File: src/rtl/riscv_mc_ctrl.sv
// Multi-cycle main control FSM for the RV32I core (FETCH/DECODE/EXEC/MEM/WB).
// Optional MC_CTRL_ILLEGAL_TRAP_EN: unsupported opcodes enter an absorbing TRAP state.
module riscv_mc_ctrl (
  input  logic       clk,
  input  logic       rst,
  input  logic [6:0] opcode,
  input  logic       zero,
  input  logic       mem_ready,
  output logic       mem_req,
  output logic       mem_we,
  output logic       iord,
  output logic       ir_write,
  output logic       pc_write,
  output logic       pc_src,
  output logic [1:0] alu_src_a,
  output logic [1:0] alu_src_b,
  output logic [1:0] alu_op,
  output logic       reg_write,
  output logic [1:0] wb_sel,
  output logic [2:0] state,
  output logic       illegal
);

  localparam logic [6:0] OP_R      = 7'b0110011;
  localparam logic [6:0] OP_IALU   = 7'b0010011;
  localparam logic [6:0] OP_LOAD   = 7'b0000011;
  localparam logic [6:0] OP_STORE  = 7'b0100011;
  localparam logic [6:0] OP_BRANCH = 7'b1100011;
  localparam logic [6:0] OP_JAL    = 7'b1101111;
  localparam logic [6:0] OP_LUI    = 7'b0110111;

  typedef enum logic [2:0] {
    ST_FETCH  = 3'd0,
    ST_DECODE = 3'd1,
    ST_EXEC   = 3'd2,
    ST_MEM    = 3'd3,
    ST_WB     = 3'd4,
    ST_TRAP   = 3'd5
  } state_t;

  state_t     r_state;
  state_t     w_next;
  logic [6:0] r_op_q;
  logic       w_legal;

  // State register
  always_ff @(posedge clk or posedge rst) begin
    if (rst) r_state <= ST_FETCH;
    else     r_state <= w_next;
  end

  // Opcode is only trustworthy in DECODE; later states use the latched copy
  always_ff @(posedge clk or posedge rst) begin
    if (rst)                        r_op_q <= 7'd0;
    else if (r_state == ST_DECODE)  r_op_q <= opcode;
  end

  always_comb begin
    case (opcode)
      OP_R, OP_IALU, OP_LOAD, OP_STORE, OP_BRANCH, OP_JAL, OP_LUI: w_legal = 1'b1;
      default:                                                     w_legal = 1'b0;
    endcase
  end

`ifdef MC_CTRL_ILLEGAL_TRAP_EN
  logic r_illegal;
  logic w_set_illegal;

  assign w_set_illegal = (r_state == ST_DECODE) && !w_legal;

  always_ff @(posedge clk or posedge rst) begin
    if (rst)                r_illegal <= 1'b0;
    else if (w_set_illegal) r_illegal <= 1'b1;
  end

  assign illegal = r_illegal;
`else
  assign illegal = 1'b0;
`endif

  assign state = r_state;

  // Next-state and output decode; reset forces every output low asynchronously
  always_comb begin
    w_next    = r_state;
    mem_req   = 1'b0;
    mem_we    = 1'b0;
    iord      = 1'b0;
    ir_write  = 1'b0;
    pc_write  = 1'b0;
    pc_src    = 1'b0;
    alu_src_a = 2'b00;
    alu_src_b = 2'b00;
    alu_op    = 2'b00;
    reg_write = 1'b0;
    wb_sel    = 2'b00;

    case (r_state)
      ST_FETCH: begin
        mem_req = 1'b1;
        if (mem_ready) begin
          ir_write  = 1'b1;
          pc_write  = 1'b1;
          alu_src_b = 2'b01;
          w_next    = ST_DECODE;
        end
      end
      ST_DECODE: begin
        alu_src_a = 2'b11;
        alu_src_b = 2'b10;
        if (w_legal) begin
          w_next = ST_EXEC;
        end else begin
`ifdef MC_CTRL_ILLEGAL_TRAP_EN
          w_next = ST_TRAP;
`else
          w_next = ST_FETCH;
`endif
        end
      end
      ST_EXEC: begin
        case (r_op_q)
          OP_R: begin
            alu_src_a = 2'b01;
            alu_op    = 2'b10;
            w_next    = ST_WB;
          end
          OP_IALU: begin
            alu_src_a = 2'b01;
            alu_src_b = 2'b10;
            alu_op    = 2'b10;
            w_next    = ST_WB;
          end
          OP_LUI: begin
            alu_src_a = 2'b10;
            alu_src_b = 2'b10;
            w_next    = ST_WB;
          end
          OP_LOAD, OP_STORE: begin
            alu_src_a = 2'b01;
            alu_src_b = 2'b10;
            w_next    = ST_MEM;
          end
          OP_BRANCH: begin
            alu_src_a = 2'b01;
            alu_op    = 2'b01;
            pc_src    = 1'b1;
            pc_write  = zero;
            w_next    = ST_FETCH;
          end
          OP_JAL: begin
            pc_write = 1'b1;
            pc_src   = 1'b1;
            w_next   = ST_WB;
          end
          default: w_next = ST_FETCH;
        endcase
      end
      ST_MEM: begin
        mem_req = 1'b1;
        iord    = 1'b1;
        mem_we  = (r_op_q == OP_STORE);
        if (mem_ready) w_next = (r_op_q == OP_LOAD) ? ST_WB : ST_FETCH;
      end
      ST_WB: begin
        reg_write = 1'b1;
        if (r_op_q == OP_LOAD)     wb_sel = 2'b01;
        else if (r_op_q == OP_JAL) wb_sel = 2'b10;
        w_next = ST_FETCH;
      end
`ifdef MC_CTRL_ILLEGAL_TRAP_EN
      ST_TRAP: w_next = ST_TRAP;
`endif
      default: w_next = ST_FETCH;
    endcase

    if (rst) begin
      mem_req   = 1'b0;
      mem_we    = 1'b0;
      iord      = 1'b0;
      ir_write  = 1'b0;
      pc_write  = 1'b0;
      pc_src    = 1'b0;
      alu_src_a = 2'b00;
      alu_src_b = 2'b00;
      alu_op    = 2'b00;
      reg_write = 1'b0;
      wb_sel    = 2'b00;
    end
  end

endmodule

File: config.mk
export PLATFORM = sky130hd
export DESIGN_NAME = riscv_mc_ctrl
export DESIGN_NICKNAME = d
export VERILOG_FILES = /design/src/rtl/riscv_mc_ctrl.sv
export SDC_FILE = /design/constraint.sdc
export NUM_CORES = 1
export LEC_CHECK = 0
export CORE_MARGIN = 1.5
export CORE_UTILIZATION = 44
export DETAILED_ROUTE_END_ITERATION = 7
export PLACE_DENSITY_LB_ADDON = 0.1
export SLEW_MARGIN = 30
export SYNTH_ARGS = -nofsm -noshare
export SYNTH_HDL_FRONTEND = slang
export SYNTH_SLANG_ARGS = --single-unit
File: constraint.sdc
create_clock -name clk -period 4.7 [get_ports clk]
set_clock_uncertainty 0.1 [all_clocks]
set_input_delay 0.94 -clock clk [delete_from_list [all_inputs] [get_ports clk]]
set_output_delay 0.94 -clock clk [all_outputs]
set_load 0.1 [all_outputs]
After elaboration in Yosys (flattened, before gate mapping)
Index checks and enable logic that the tools add are counted.
{ "word_totals": {"reg_bits": 10, "wordCells": 70} }
{ "op_classes": {"eq_ne": 20, "mux": 38, "reduce_logical": 10} }
{ "ops": {"columns": ["op", "n"], "rows": [
  ["$eq A7 B6 Y1 const B", 6],
  ["$eq A7 B7 Y1 const B", 4],
  ["$mux W2", 10],
  ["$mux W1", 17],
  ["$eq A7 B2 Y1 const B", 2],
  ["$eq A7 B5 Y1 const B", 2],
  ["$pmux W2 S2", 3],
  ["$pmux W3 S4", 1],
  ["$mux W3", 3],
  ["$reduce_or A2 Y1", 4],
  ["$reduce_or A4 Y1", 2],
  ["$reduce_or A7 Y1", 1],
  ["$eq A3 B2 Y1 const B", 2],
  ["$pmux W2 S3", 1],
  ["$pmux W3 S2", 1],
  ["$reduce_or A5 Y1", 1],
  ["$ne A2 B2 Y1 const B", 2],
  ["$pmux W1 S2", 2],
  ["$eq A3 B1 Y1 const B", 1],
  ["$eq A3 B3 Y1 const B", 1],
  ["$logic_not A3 Y1", 1],
  ["$reduce_and A2 Y1", 1]
]} }

Logic depth before layout (Yosys ltp)
Gate-level depths: netlist of run 1.
{ "logic_depth": {"depth_word": 5, "depth_mapped": 5, "ltp_nobuf": 4} }

Least setup slack after synthesis of run 1
OpenSTA, ideal clock, no wires.
{ "synth_path": {"path_type": "register -> output", "startpoint": "register r_state[0] (netlist: state[0])", "endpoint": "output mem_we", "arrival_time_ps": 5099, "required_time_ps": 3660, "path_slack_ps": -1439, "path_stages_with_launch": 3, "path_buffers": 0, "cell_sequence": "dfrtp_1 -> and3_1 -> nor4b_1"} }
{ "synth_between": {"elab_chain_len": 3} }
{ "synth_rtl": {"columns": ["element", "line_no", "source"], "rows": [
  ["from (decl)", "41", "state_t r_state;"],
  ["from (signal assigned)", "49", "else r_state <= w_next;"],
  ["$eq A3 B2 Y1", "98", "case (r_state)"],
  ["$mux W1", "98", null],
  ["$mux W1", "177", "if (rst) begin"],
  ["to (decl)", "10", "output logic mem_we,"]
]} }
Every way passes these cells.

Final worst setup path of run 1
{ "layout_path": {"startpoint": "input rst", "endpoint": "output alu_src_b[1]"} }
{ "layout_between": {"elab_chain_len": 1} }
{ "layout_rtl": {"columns": ["element", "line_no", "source"], "rows": [
  ["from (decl)", "5", "input logic rst,"],
  ["$mux W2", "177", null],
  ["to (decl)", "16", "output logic [1:0] alu_src_b,"]
]} }
Every way passes these cells.

==> results.ini, run 1 <==
[pwr]
p_leak_nw=0.426
vdd_ir_drop_max_uv=226
power.density_nw_per_um2=291
finalPower_uw=299

[setup_path]
path_max_fanout=6
start_kind=primary input
crit_required_ns=3.66
crit_chain=clkdlybuf4s50_1 > nor2_1 > nand3b_1 > a211o_1 > o31ai_2 > buf_4
crit_path_end_kind=primary output
arrival_ns=2.52
worst-path-buf-inv=2
slowest_stage=clkdlybuf4s50_1
critical_path.top_delay_family=buffers and inverters
critPathKind=in2out
max_stage_delay_ns=0.51

[clocking]
cts_resized=0
cts_setup_buffers=0
htree_num_levels=1
clkSinkCount=10
cts_tree=yes
path_clk_slew_ns=0.07
cts-root-buf=clkbuf_4
clockBufferDepth=2
hold_buffers=0
insertion_delay_ns=0.26
numCtsBuffers=3

[logic_synthesis]
synth.most_common_cell=dfrtp_1
synth_top_area_share_pct=34.7
synth_top_area_cell=dfrtp_1
ys_top_cells_by_count=10 x dfrtp_1, 9 x mux2_2, 5 x a21oi_1, 4 x nor2_1, 4 x nor3_1
seq_area_frac_synth_pct=34.7
synth_area_leaders=dfrtp_1 35%, mux2_2 14%, a21oi_1 3.5%
ys_warn_count=0
synth_edf_count=0
synth_area_um2=721
synthArstFlopShare_pct=100
synth_nets=88
ys.flop_type=dfrtp_1
ys_ff_latch=10
syn_area_per_cell_um2=9.36
synth_cells=77
ys_types=35

[drt]
vias_per_cell=5.77
drc=0
met2_length_um=845
vias=698
drt_pre_antenna_iters=4
avgRoutedWirePerCell_um=14.1
postRouteAntennaNets=0
wl_met1_um=760
drt_iter0_drc=4
wl_met3_um=86
drt-total-wl_mm=1.70
dr.max_layer_used=met4

[layout]
seq_area_um2=250
layout-drive-gt1-share_pct=34.3
multi_input_area_um2=468
n_fill_cell=141
nets=117
area_growth_pct=42.7
diodes=0

[grt]
grt_overflow=0
track_usage_pct=19.4
grt_pass1_wl_mm=2.80
antenna_found_initial=0
grt_pass1_vias=633
grt_max_degree=14

[timing]
post-route-period-util_pct=75.7
holdWs_ns=0.441
rsz0062_at_grt=no
slew_violations=0
setup_viol=0
maxSlewHeadroom_pct=34.9
finalCriticalPeriod_ns=3.56
worstMarginPinSlew_ns=0.973
hold_violations=0
fmax_mhz=281
tns_ns=0

[floorplanning]
core_area_um2=1520
die_x_um=43.5
die-height_um=43.5
placementRows=14
start_util_pct=47.3
io_pins=30
die_area_um2=1890

[placed_design]
place_congestion=0.857
dpl.hpwl_mm=1.38
portBuffers=28

[job]
drv_cap=0

[run_status]
status=complete, no violations

[worst_hold_path]
hold_path_class=reg2reg

==> cells in the final DEF, fill, tap and decap left out, types with 3 or more instances in the layout <==
master           netlist  routed
nor2b_1                3       3
clkbuf_4               0       3
mux2_2                 9       9
buf_4                  1      15
nor2_1                 4       4
clkdlybuf4s50_1        0      13
inv_1                  3       3
nor3_1                 4       4
dfrtp_1               10      10
nand2_1                3       3
a21oi_1                5       5
==> sequential cells by signal, summed over array words and instances, names as in the netlist <==
register	cells
r_op_q	7
state	3
==> per-layer routing <==
| metal | up-vias | GRT usage [%] |
|---|---|---|
| li1 | 344 | - |
| met1 | 330 | 26.1 |
| met2 | 22 | 32.8 |
| met3 | 2 | 1.25 |
| met4 | 0 | 7.27 |
| met5 | - | 0 |
==> power breakdown <==
part / switching, mW / internal, mW
sequential: 0.0198 / 0.0974
combinational: 0.0682 / 0.0391
clock: 0.0277 / 0.0469
total: 0.116 / 0.183
==> layout make-up <==
class,instances,share of cell area (%)
multi-input cells,60,45.5
flip-flops and latches,10,24.3
repair buffers,28,23.6
clock buffers,4,3.53
well taps,16,1.95
inverters,3,1.09
==> metrics by stage <==
| step | setup slack, ns | cell area (µm²) | util [%] | cells |
|---|---|---|---|---|
| after detailed placement | 1.15 | 992 | 65.1 | 117 |
| after floorplan | -0.0944 | 749 | - | 77 |
| after CTS | 1.14 | 1030 | 67.5 | 121 |
| after global placement | 1.19 | 992 | 65.1 | 117 |
| final | 1.14 | 1030 | 67.5 | 121 |
| after global routing | 1.03 | 1030 | 67.5 | 121 |
==> logic make-up (layout without fill, tap and decap cells) <==
logic type,count (synthesis),after routing,synth area share (%)
AOI/OAI and AO/OA,16,16,16.1
buffers and inverters,7,35,4.34
DFF,10,10,34.7
muxes,9,9,14.1
other,1,1,0.520
and+or+nand+nor,34,34,30.2
==> final timing paths <==
| check | from | end | slack, ns | cells past startpoint |
|---|---|---|---|---|
| hold / removal | r_op_q[0]$_DFFE_PP0P_ | r_op_q[0]$_DFFE_PP0P_ | 0.44 | 1 |
| setup reg to reg | state[0]$_DFFE_PP0P_ | r_op_q[1]$_DFFE_PP0P_ | 2.72 | 3 |
| max in group asynchronous | rst | state[2]$_DFFE_PP0P_ | 3.16 | 2 |
| min in group asynchronous | rst | r_op_q[4]$_DFFE_PP0P_ | 1.05 | 2 |
| setup / recovery | rst | alu_src_b[1] | 1.14 | 6 |
| hold reg to reg | r_op_q[0]$_DFFE_PP0P_ | r_op_q[0]$_DFFE_PP0P_ | 0.44 | 1 |
Power figures use the tool's default switching activity.
==> run 2, diff against run 1 <==
CORE_UTILIZATION = 41   (was 44)
clock period = 3.75 ns   (was 4.7 ns; I/O delays follow)
==> run 2 against run 1 <==
Against the previous run:
- worst setup slack got worse by 0.56 ns
- routed wire length increased by 5.2%
- via count increased by 0.43%
- clock power increased by 27%
- sequential share of layout area decreased by 3.8 points
- combinational power increased by 42%
==> results.ini, run 2 (synthesis results as in run 1) <==
[setup_path]
slowest_stage=clkdlybuf4s50_1
timing.rr.end=state[1]$_DFFE_PP0P_
max_stage_delay_ns=0.55
crit_path_end_kind=primary output
arrival_ns=2.31
crit_required_ns=2.90
r2r-start=r_op_q[2]$_DFFE_PP0P_
worst-path-buf-inv=2
start_kind=primary input
r2r_slack_ns=1.91
critPathKind=in2out
crit_chain=clkdlybuf4s50_1 > nor2_1 > nand3b_1 > a211o_1 > o31ai_2 > buf_12
critical_path.top_delay_family=buffers and inverters
rr_worst_depth=4
path_max_fanout=6
path_depth=6

[drt]
postRouteAntennaNets=0
vias=701
wl_met1_um=808
drc=0
avgRoutedWirePerCell_um=14.7
wl_met3_um=67
met2_length_um=907
vias_per_cell=5.75
drt_iter0_drc=14
drt_pre_antenna_iters=5
dr.max_layer_used=met4
drt-total-wl_mm=1.79

[clocking]
numCtsBuffers=3
htree_num_levels=1
path_clk_slew_ns=0.07
cts_tree=yes
clockBufferDepth=2
insertion_delay_ns=0.26
hold_buffers=0
clkSinkCount=10
cts_setup_buffers=0
cts-root-buf=clkbuf_4
cts_resized=0

[worst_hold_path]
min_to=r_op_q[0]$_DFFE_PP0P_
hold_path_class=reg2reg
min_path_cells=1
hp-start=r_op_q[0]$_DFFE_PP0P_

[layout]
final_core_util_pct=77.3
area_growth_pct=69.1
layout-drive-gt1-share_pct=39.6
finalNonFillerCells=122
final_cell_mix=12 x clkdlybuf4s50_1, 12 x buf_12, 10 x dfrtp_1, 9 x mux2_2, 5 x buf_4
top_register=r_op_q
largest_reg_flops=7
diodes=0
n_fill_cell=102
finalInstanceArea_um2=1220
nets=118

[timing]
fmax_mhz=316
finalCriticalPeriod_ns=3.16
hold_violations=0
worstMarginPinSlew_ns=0.981
slew_violations=0
rsz0062_at_grt=no
holdWs_ns=0.432
maxSlewHeadroom_pct=34.4
post-route-period-util_pct=84.4
setup_viol=0

[placed_design]
post-place-cells=118
dpl_cell_area_um2=1180
dpl.hpwl_mm=1.41
place_congestion=0.745
portBuffers=28

[grt]
grt_overflow=0
grt_pass1_wl_mm=3.07
antenna_found_initial=0
grt_pass1_vias=657
grt_max_degree=14
track_usage_pct=20.3

[floorplanning]
start_util_pct=45.7
io_pins=30
placementRows=14
core_area_um2=1580
die_x_um=44.9
die_area_um2=2020
die-height_um=44.9

[pwr]
finalPower_uw=394
p_leak_nw=0.484
vdd_ir_drop_max_uv=245
power.density_nw_per_um2=323

[run_status]
status=complete, no violations

[job]
drv_cap=0

-- run 2: worst register-to-register path: cells and delay by family (launching register included) --
| kind | cells | cell delay (ns) |
|---|---|---|
| AND/OR/NAND/NOR | 2 | 0.73 |
| AO/OA/AOI/OAI | 1 | 0.19 |
| multiplexers | 1 | 0.28 |
| flip-flops | 1 | 0.45 |
-- run 2: cell type report --
type                            count  area (µm²)  share of cell area, %
Multi-Input combinational cell     60         503                   41.3
Timing Repair Buffer               29         398                   32.6
Sequential cell                    10         250                   20.5
Clock buffer                        4        36.3                   2.98
Tap cell                           16        20.0                   1.64
Inverter                            3        11.3                  0.924
-- run 2: how the worst max path moves through the flow --
| stage | startpoint | end | slack (ns) |
|---|---|---|---|
| after CTS | rst | alu_src_b[1] | 0.60 |
| final | rst | alu_src_b[1] | 0.59 |
| after global routing | rst | alu_src_b[1] | 0.48 |
| after detailed placement | rst | alu_src_b[1] | 0.59 |
| after floorplan | state[0]$_DFFE_PP0P_ | mem_we | -0.85 |
| after global placement | rst | alu_src_b[1] | 0.62 |
-- run 2: stage by stage --
step / worst slack (ns) / setup TNS (ns)
2_1_floorplan: -0.854 / -1.08
3_3_place_gp: 0.620 / 0
3_5_place_dp: 0.592 / 0
4_1_cts: 0.596 / 0
5_1_grt: 0.478 / 0
6_report: 0.585 / 0
-- run 2: per-layer routing --
layer,track usage (%),vias up
met5,0,-
li1,-,344
met2,33.7,22
met3,1.20,2
met4,5.29,0
met1,28.8,333
-- run 2: where the power goes --
group | total (mW) | switching, mW | internal (mW) | leakage [nW]
Sequential | 0.147 | 0.0247 | 0.122 | 0.122
Combinational | 0.152 | 0.0922 | 0.0600 | 0.342
Clock | 0.0948 | 0.0360 | 0.0588 | 0.0210
Total | 0.394 | 0.153 | 0.241 | 0.484
==> run 3, diff against run 2 <==
CORE_UTILIZATION = 37   (was 41)
clock period = 2.8 ns   (was 3.75 ns; I/O delays follow)
==> run 3 against run 2 <==
Against the previous run:
- total power is 35% higher
- critical path depth is 1 lower
- sequential share of layout area is 1.2 points lower
- die area is 10% higher
- clock power is 7% higher
- cell count is 11% higher
- flip-flop and latch count stayed put
- sequential power is 34% higher
- first-iteration DRC count is 29% lower
- non-clock buffer count is 4 higher
- largest cell class unchanged
- largest power group unchanged
==> results.ini, run 3 (synthesis results as in run 1) <==
[setup_path]
crit_path_end_kind=primary output
crit_chain=clkdlybuf4s50_1 > nor3_1 > nand2_1 > nor4_4 > buf_12
crit_required_ns=2.14
critPathKind=in2out
critical_path.top_delay_family=simple AND/OR/NAND/NOR gates
worst-path-buf-inv=2
start_kind=primary input
arrival_ns=1.98
path_max_fanout=3
max_stage_delay_ns=0.49
slowest_stage=clkdlybuf4s50_1

[pwr]
p_leak_nw=0.525
power.density_nw_per_um2=392
vdd_ir_drop_max_uv=353

[layout]
final_cell_mix=15 x buf_12, 10 x clkdlybuf4s50_1, 9 x mux2_2, 8 x buf_4, 7 x dfrtp_1
final_core_util_pct=76.0
nets=122
n_fill_cell=143
area_growth_pct=88.0
multi_input_area_um2=564
final_common_cell=buf_12
seq_area_um2=262
finalInstanceArea_um2=1360
finalNonFillerCells=135
diodes=0
top_register=r_op_q
largest_reg_flops=7
layout-drive-gt1-share_pct=50.9

[drt]
drt-total-wl_mm=2.02
vias=740
vias_per_cell=5.48
avgRoutedWirePerCell_um=14.9
drc=0
drt_pre_antenna_iters=4
postRouteAntennaNets=0
drt_iter0_drc=10

[timing]
rsz0062_at_grt=no
maxSlewHeadroom_pct=67.1
setup_slack_ns=0.161
finalCriticalPeriod_ns=2.64
hold_violations=0
slew_violations=0
setup_viol=0
fmax_mhz=379
holdWs_ns=0.460
worstMarginPinSlew_ns=0.488
post-route-period-util_pct=94.2

[grt]
antenna_found_initial=0
grt_overflow=0
grt_pass1_vias=733
grt_max_degree=14
grt_pass1_wl_mm=3.35
track_usage_pct=22.1

[clocking]
hold_buffers=0
cts_setup_buffers=0
numCtsBuffers=3
cts_resized=0
clkSinkCount=10
path_clk_slew_ns=0.06
cts_tree=yes
clockBufferDepth=2
insertion_delay_ns=0.26
htree_num_levels=1
cts-root-buf=clkbuf_4

[floorplanning]
die_x_um=47.1
die-height_um=47.1
core_area_um2=1780
placementRows=15
die_area_um2=2220
start_util_pct=40.4
io_pins=30

[placed_design]
portBuffers=28
post-place-cells=131
place_congestion=0.784
place_ws_ns=0.169
dpl.hpwl_mm=1.65
dpl_cell_area_um2=1320

[run_status]
status=complete, no violations

[job]
drv_cap=0

[worst_hold_path]
hold_path_class=reg2reg

[run 3: cell types whose count changed in the layout (fill, tap and decap cells not counted), sizes merged]
cell,before,now
buf,17,23
clkdlybuf4s50,12,10
[run 3: final cells by class]
| cell class | count | area share (%) |
|---|---|---|
| repair buffers | 33 | 34.0 |
| inverters | 3 | 0.831 |
| well taps | 25 | 2.31 |
| flip-flops and latches | 10 | 19.3 |
| clock buffers | 4 | 1.94 |
| multi-input cells | 60 | 41.6 |
[run 3: per-stage QoR]
stage	setup TNS [ns]	total power, mW
after CTS	0	0.534
after detailed placement	0	0.431
after global routing	0	0.557
after floorplan	-0.128	0.349
after global placement	0	0.425
final	0	0.531
[run 3: worst reg2reg max path, stage by stage (launching register included)]
cell,delay [ns]
dfrtp_1,0.45
nand4bb_1,0.33
or3_4,0.43
mux2_2,0.28
o32ai_2,0.20
[run 3: path summary, 6_finish.rpt]
check,startpoint,endpoint,slack [ns],depth (start not counted)
min in group asynchronous,rst,r_op_q[2]$_DFFE_PP0P_,0.81,4
worst min-delay path,r_op_q[0]$_DFFE_PP0P_,r_op_q[0]$_DFFE_PP0P_,0.46,1
max in group asynchronous,rst,state[1]$_DFFE_PP0P_,1.63,4
worst max register to register,r_op_q[2]$_DFFE_PP0P_,state[1]$_DFFE_PP0P_,0.91,4
worst max-delay path,rst,wb_sel[1],0.16,5
worst min register to register,r_op_q[0]$_DFFE_PP0P_,r_op_q[0]$_DFFE_PP0P_,0.46,1
[run 3: layer usage]
metal	up-vias	part of all wire, %	track usage (%)
li1	355	-	-
met4	0	2.1	11.7
met3	4	3.1	2.31
met5	-	0	0
met2	26	54	39.5
met1	355	40	26.0
[run 3: power breakdown]
part | total [mW] | switching, mW | leakage (nW) | internal (mW)
Sequential | 0.197 | 0.0318 | 0.117 | 0.165
Combinational | 0.233 | 0.138 | 0.393 | 0.0949
Clock | 0.101 | 0.0464 | 0.0150 | 0.0550
